==> config.mk <==
export PLATFORM = sky130hd
export DESIGN_NAME = reg_bus_arbiter
export DESIGN_NICKNAME = d
export VERILOG_FILES = /design/src/rtl/reg_bus_arb_pkg.sv /design/src/rtl/reg_bus_arbiter_req_latch.sv /design/src/rtl/reg_bus_arbiter.sv
export SDC_FILE = /design/constraint.sdc
export NUM_CORES = 1
export LEC_CHECK = 0
export BUFFER_PORTS_ARGS = -buffer_cell sky130_fd_sc_hd__clkbuf_2
export CORE_MARGIN = 2
export CORE_UTILIZATION = 54
export CTS_CLUSTER_SIZE = 28
export DETAILED_ROUTE_END_ITERATION = 8
export GPL_TIMING_DRIVEN = 1
export PLACE_DENSITY = 0.91
export SLEW_MARGIN = 20
export SYNTH_ARGS = -nofsm -noshare
export SYNTH_HDL_FRONTEND = slang
export SYNTH_SLANG_ARGS = --single-unit
==> constraint.sdc <==
create_clock -name clk -period 1.83 [get_ports clk]
set_input_delay 0.2745 -clock clk [delete_from_list [all_inputs] [get_ports clk]]
set_output_delay 0.2745 -clock clk [all_outputs]
set_load 0.05 [all_outputs]
==> src/rtl/reg_bus_arb_pkg.sv <==
// reg_bus_arb_pkg: shared encodings for the two-port register-bus arbiter.
//   state_e : arbiter FSM states
//   op_e    : latched request kind
//   port_e  : requester identity, also used as the round-robin pointer
package reg_bus_arb_pkg;
    typedef enum logic [1:0] {
        IDLE  = 2'd0,
        ISSUE = 2'd1,
        WAIT  = 2'd2,
        RESP  = 2'd3
    } state_e;

    typedef enum logic {
        OP_RD = 1'b0,
        OP_WR = 1'b1
    } op_e;

    typedef enum logic {
        PORT_A = 1'b0,
        PORT_B = 1'b1
    } port_e;

    // Wide enough for the largest read latency (15).
    localparam int CNT_W = 4;

    function automatic port_e other_port(input port_e p);
        return (p == PORT_A) ? PORT_B : PORT_A;
    endfunction
endpackage

==> src/rtl/reg_bus_arbiter_req_latch.sv <==
// reg_req_latch: holds one requester's single outstanding request.
//   clk, rst          : clock, synchronous active-high reset
//   rd, wr            : single-cycle request pulses (wr wins when both are high)
//   addr, writedata   : request payload, captured when a request is accepted
//   clr               : the arbiter has finished this port's request
//   pend              : a request is held
//   lat_addr/lat_data : latched payload
//   op                : latched request kind
//   ovf               : sticky, a pulse arrived while a request was held
module reg_req_latch
    import reg_bus_arb_pkg::*;
#(
    parameter int AW = 8,
    parameter int DW = 32
) (
    input  logic          clk,
    input  logic          rst,
    input  logic          rd,
    input  logic          wr,
    input  logic [AW-1:0] addr,
    input  logic [DW-1:0] writedata,
    input  logic          clr,
    output logic          pend,
    output logic [AW-1:0] lat_addr,
    output logic [DW-1:0] lat_data,
    output op_e           op,
    output logic          ovf
);
    logic          pend_q, pend_d;
    logic          ovf_q, ovf_d;
    logic [AW-1:0] addr_q, addr_d;
    logic [DW-1:0] data_q, data_d;
    op_e           op_q, op_d;
    logic          req, accept;

    // A pulse in the same cycle the held request completes is taken, not dropped.
    always_comb begin
        req    = rd | wr;
        accept = req && (!pend_q || clr);
        pend_d = accept || (pend_q && !clr);
        ovf_d  = ovf_q || (req && pend_q && !clr);
        addr_d = accept ? addr : addr_q;
        data_d = accept ? writedata : data_q;
        op_d   = accept ? (wr ? OP_WR : OP_RD) : op_q;
    end

    always_ff @(posedge clk) begin
        if (rst) begin
            pend_q <= 1'b0;
            ovf_q  <= 1'b0;
            addr_q <= '0;
            data_q <= '0;
            op_q   <= OP_RD;
        end else begin
            pend_q <= pend_d;
            ovf_q  <= ovf_d;
            addr_q <= addr_d;
            data_q <= data_d;
            op_q   <= op_d;
        end
    end

    assign pend     = pend_q;
    assign ovf      = ovf_q;
    assign lat_addr = addr_q;
    assign lat_data = data_q;
    assign op       = op_q;
endmodule

==> src/rtl/reg_bus_arbiter.sv <==
// reg_bus_arbiter: round-robin sharing of one register-bank port between two requesters.
//   clk, rst                  : clock, synchronous active-high reset
//   a_* / b_* inputs          : addr, writedata, rd/wr single-cycle request pulses
//   a_* / b_* outputs         : wack and rvalid pulses, rdata (held), busy, sticky ovf
//   bus_addr, bus_writedata   : shared bank address/data, zero outside ISSUE
//   bus_rd, bus_wr            : shared bank strobes, one cycle per request
//   bus_readdata              : bank read data, valid RD_LAT cycles after bus_rd
module reg_bus_arbiter
    import reg_bus_arb_pkg::*;
#(
    parameter int AW     = 8,
    parameter int DW     = 32,
    parameter int RD_LAT = 1
) (
    input  logic          clk,
    input  logic          rst,
    input  logic [AW-1:0] a_addr,
    input  logic [DW-1:0] a_writedata,
    input  logic          a_rd,
    input  logic          a_wr,
    output logic          a_wack,
    output logic          a_rvalid,
    output logic [DW-1:0] a_rdata,
    output logic          a_busy,
    output logic          a_ovf,
    input  logic [AW-1:0] b_addr,
    input  logic [DW-1:0] b_writedata,
    input  logic          b_rd,
    input  logic          b_wr,
    output logic          b_wack,
    output logic          b_rvalid,
    output logic [DW-1:0] b_rdata,
    output logic          b_busy,
    output logic          b_ovf,
    output logic [AW-1:0] bus_addr,
    output logic [DW-1:0] bus_writedata,
    output logic          bus_rd,
    output logic          bus_wr,
    input  logic [DW-1:0] bus_readdata
);
    logic             a_pend, b_pend, a_clr, b_clr;
    logic [AW-1:0]    a_laddr, b_laddr;
    logic [DW-1:0]    a_ldata, b_ldata;
    op_e              a_op, b_op;
    state_e           state_q, state_d;
    port_e            grant_q, grant_d, last_q, last_d;
    logic [CNT_W-1:0] cnt_q, cnt_d;
    logic [DW-1:0]    a_rdata_q, a_rdata_d, b_rdata_q, b_rdata_d;
    logic             g_a, capture, done, issue;
    logic [AW-1:0]    g_addr;
    logic [DW-1:0]    g_data;
    op_e              g_op;

    reg_req_latch #(.AW(AW), .DW(DW)) u_a (
        .clk(clk), .rst(rst), .rd(a_rd), .wr(a_wr), .addr(a_addr), .writedata(a_writedata),
        .clr(a_clr), .pend(a_pend), .lat_addr(a_laddr), .lat_data(a_ldata), .op(a_op), .ovf(a_ovf)
    );

    reg_req_latch #(.AW(AW), .DW(DW)) u_b (
        .clk(clk), .rst(rst), .rd(b_rd), .wr(b_wr), .addr(b_addr), .writedata(b_writedata),
        .clr(b_clr), .pend(b_pend), .lat_addr(b_laddr), .lat_data(b_ldata), .op(b_op), .ovf(b_ovf)
    );

    // Granted-port view and transfer completion.
    always_comb begin
        g_a       = grant_q == PORT_A;
        g_addr    = g_a ? a_laddr : b_laddr;
        g_data    = g_a ? a_ldata : b_ldata;
        g_op      = g_a ? a_op : b_op;
        issue     = state_q == ISSUE;
        capture   = state_q == WAIT && cnt_q == CNT_W'(1);
        done      = (issue && g_op == OP_WR) || state_q == RESP;
        a_clr     = done && g_a;
        b_clr     = done && !g_a;
        a_rdata_d = (capture && g_a) ? bus_readdata : a_rdata_q;
        b_rdata_d = (capture && !g_a) ? bus_readdata : b_rdata_q;
    end

    always_comb begin
        state_d = state_q;
        grant_d = grant_q;
        last_d  = last_q;
        cnt_d   = cnt_q;
        case (state_q)
            IDLE: begin
                if (a_pend || b_pend) begin
                    // On a tie the port served least recently wins.
                    grant_d = (a_pend && b_pend) ? other_port(last_q) : (a_pend ? PORT_A : PORT_B);
                    state_d = ISSUE;
                end
            end
            ISSUE: begin
                if (g_op == OP_WR) begin
                    last_d  = grant_q;
                    state_d = IDLE;
                end else begin
                    cnt_d   = CNT_W'(RD_LAT);
                    state_d = WAIT;
                end
            end
            WAIT: begin
                cnt_d   = cnt_q - 1'b1;
                state_d = capture ? RESP : WAIT;
            end
            RESP: begin
                last_d  = grant_q;
                state_d = IDLE;
            end
            default: state_d = IDLE;
        endcase
    end

    always_ff @(posedge clk) begin
        if (rst) begin
            state_q   <= IDLE;
            grant_q   <= PORT_A;
            last_q    <= PORT_B;
            cnt_q     <= '0;
            a_rdata_q <= '0;
            b_rdata_q <= '0;
        end else begin
            state_q   <= state_d;
            grant_q   <= grant_d;
            last_q    <= last_d;
            cnt_q     <= cnt_d;
            a_rdata_q <= a_rdata_d;
            b_rdata_q <= b_rdata_d;
        end
    end

    // Responses are suppressed while reset is sampled so an aborted transfer never acknowledges.
    always_comb begin
        bus_rd        = issue && g_op == OP_RD;
        bus_wr        = issue && g_op == OP_WR;
        bus_addr      = issue ? g_addr : '0;
        bus_writedata = issue ? g_data : '0;
        a_wack        = !rst && issue && g_op == OP_WR && g_a;
        b_wack        = !rst && issue && g_op == OP_WR && !g_a;
        a_rvalid      = !rst && state_q == RESP && g_a;
        b_rvalid      = !rst && state_q == RESP && !g_a;
    end

    assign a_busy  = a_pend;
    assign b_busy  = b_pend;
    assign a_rdata = a_rdata_q;
    assign b_rdata = b_rdata_q;
endmodule

==> results_dict.tcl <==
set metrics [dict create \
    cp_slowest_cell "dfxtp_4" \
    ioPinCount 232 \
    p_total_mw 9.59 \
    fin_skew_ns 0.00918 \
    die_h_um 136 \
    root_buffer "clkbuf_16" \
    synth_top_area_share_pct 33.9 \
    grt_pass1_wl_mm 45.0 \
    synth_flop_cell "dfxtp_1" \
    ys_seq_area_share_pct 33.9 \
    coreArea_mm2 0.0171 \
    max-clock-path-buffers 2 \
    hold_class "in2reg" \
    worst_slew_pin_slew_ns 1.04 \
    syn_inst 1068 \
    antenna_found_initial 0 \
    min_period_ns 1.89 \
    yosys.area.top_type "dfxtp_1" \
    final_nets 1342 \
    vias 9662 \
    clk_pin_slew_worst_paths_ns 0.07 \
    outcome "complete, but fails checks" \
    fin_crit_sh_pct 104 \
    instances_no_fill 1460 \
    grt_util_all_layers_pct 30.3 \
    slowest_delay_ns 0.41 \
    violations "negative setup slack" \
    initial_core_util_pct 54.6 \
    rows 48 \
    hold_violations 0 \
    setup_viol 27 \
    gp_congestion 0.864 \
    cts_inserted_buffers 17 \
    grt_pass1_vias 8827 \
    fp.dieW_um 136 \
    synth.net_count 1188 \
    fmax_ghz 0.528 \
    synthDistinctLibCells 47 \
    synth_area_mm2 0.00934 \
    first_pass_iters 5 \
    critPathLaunchType "register" \
    syn_avg_cell_area_um2 8.75 \
    worst_skew_pair.late_latency_ns 0.42 \
    timing.setup.critical_path_class "reg2out" \
    slew_violations 0 \
    synth-edff-count 0 \
    grt_max_degree 88 \
    dp_slack_ns 0.120 \
    wl_mm 29.2 \
    p_leak_nw 4.46 \
    drtAntennaViolNets 0 \
    synth_seq_cells 158 \
    cts.sinks 158 \
    dp.cells 1415 \
    num_antenna_cells 0 \
    dp.final_hpwl_mm 18.5 \
    die_area_mm2 0.0184 \
    slew_headroom_pct 30.7 \
    viasPerCell 6.62 \
    synthTopCellsByArea "dfxtp_1 34%, mux2i_1 11%, nor4b_1 7.7%" \
    synthTopCellsByCount "158 x dfxtp_1, 142 x nand2_1, 104 x mux2i_1" \
    critPathMaxFanout 17 \
    setup_slack_ns -0.0643 \
    cap_violations 0 \
    rsz0062_at_grt "true" \
    yosys_warnings 0 \
    htree_levels 4 \
    end_kind "output port" \
    drive_gt1_share_pct 31.6 \
    crit_chain "buf_6, mux2i_1, nor2_1, buf_12" \
    area_growth_pct 26.4 \
    worstPathRequired_ns 1.56 \
    holdBufCountCts 0 \
    vdd_drop_max_uv 656 \
    wire_per_inst_um 20.0 \
    power_density_mw_per_mm2 812 \
    route.detailed.drc 0 \
    grt_overflow 0 \
    async_reset_ff_share_pct 0 \
    synth.most_common_cell "dfxtp_1" \
    cp_data_arrival_time_ns 1.62 \
    drt_iter0_drc 1068 \
    cts_tree "done" \
    io_buffers 231 \
]
==> flip-flops by register name (all words and copies together), names as in the netlist, named ones only <==
signal / cells
u_a.lat_data: 32
a_rdata: 32
u_b.lat_data: 32
u_a.op: 1
u_a.lat_addr: 8
u_a.pend: 1
b_rdata: 32
u_b.ovf: 1
u_b.op: 1
u_a.ovf: 1
cnt_q: 4
last_q: 1
grant_q: 1
u_b.lat_addr: 8
state_q: 1
u_b.pend: 1
==> what timing repair did <==
action	in CTS	in global routing
buffers inserted	6	5
pin swaps	2	4
resized for setup	60	24
cloned	2	0
endpoints found under the setup margin	45	50
==> cells in the final DEF (no fill, tap or decap), drive strengths merged, types with 2 or more instances in the layout <==
| cell type | n |
|---|---|
| a21oi | 8 |
| a41oi | 80 |
| and3 | 2 |
| buf | 79 |
| clkbuf | 226 |
| clkinv | 6 |
| clkinvlp | 3 |
| dfxtp | 158 |
| ha | 2 |
| inv | 12 |
| mux2 | 2 |
| mux2i | 104 |
| nand2 | 142 |
| nand2b | 3 |
| nand3 | 45 |
| nand4 | 80 |
| nor2 | 46 |
| nor2b | 44 |
| nor3 | 3 |
| nor4b | 83 |
| o2111ai | 41 |
| o21ai | 7 |
| o311ai | 40 |
| or2 | 4 |
==> power by group <==
part	switching, mW	leakage [nW]	internal (mW)
sequential	0.198	1.29	3.65
clock	1.61	0.274	1.91
combinational	1.38	2.89	0.843
total	3.18	4.46	6.41
==> per-stage QoR <==
| stage | hold WS [ns] | TNS, ns | area (um^2) | utilization (%) |
|---|---|---|---|---|
| after global placement | 0.443 | 0 | 10800 | 63.1 |
| final | 0.105 | -0.821 | 11800 | 69.0 |
| after floorplan | 0.435 | -2.22 | 9400 | - |
| after detailed placement | 0.446 | 0 | 10800 | 63.1 |
| after CTS | 0.0864 | -0.854 | 11700 | 68.3 |
| after global routing | 0.0845 | -3.12 | 11800 | 69.0 |
==> path summary, 6_finish.rpt <==
check                                       from                 to  slack [ns]  depth (start not counted)
worst max-delay path                     grant_q  bus_writedata[30]       -0.06                          4
worst min-delay path            bus_readdata[26]        a_rdata[26]        0.11                          3
worst max register to register           grant_q   u_b.lat_data[17]        0.10                          7
worst min register to register        b_rdata[9]         b_rdata[9]        0.46                          2
==> layout make-up <==
cell class,instances,area (um^2)
inverters,7,36.3
clock inverters,15,153
well taps,225,282
clock buffers,17,425
multi-input cells,750,5550
repair buffers,288,2200
fillers,1252,5300
flip-flops and latches,158,3170
==> kinds of logic (layout without fill, tap and decap cells) <==
kind of cell	after synthesis	in the layout	synth area share (%)
simple gates	455	455	27.4
mux	106	106	11.4
fa+ha+maj	2	2	0.268
flops	158	158	33.9
buf+inv	160	327	8.68
compound gates	186	186	18.4
xor+xnor	1	1	0.0938
==> critical path, delay by kind of cell (launching register included) <==
kind	cells	cell delay, ns
mux	1	0.29
simple gates	1	0.11
flops	1	0.41
buf+inv	2	0.39
==> metal layers <==
layer	vias up	routed length, um	track usage, %	part of all wire, %
met5	-	0	0	0
met4	0	933	12.9	3.2
met3	80	2870	7.18	9.8
met2	621	14100	50.5	48
met1	4526	11300	37.3	39
li1	4435	-	-	-
Power figures use the tool's default switching activity.
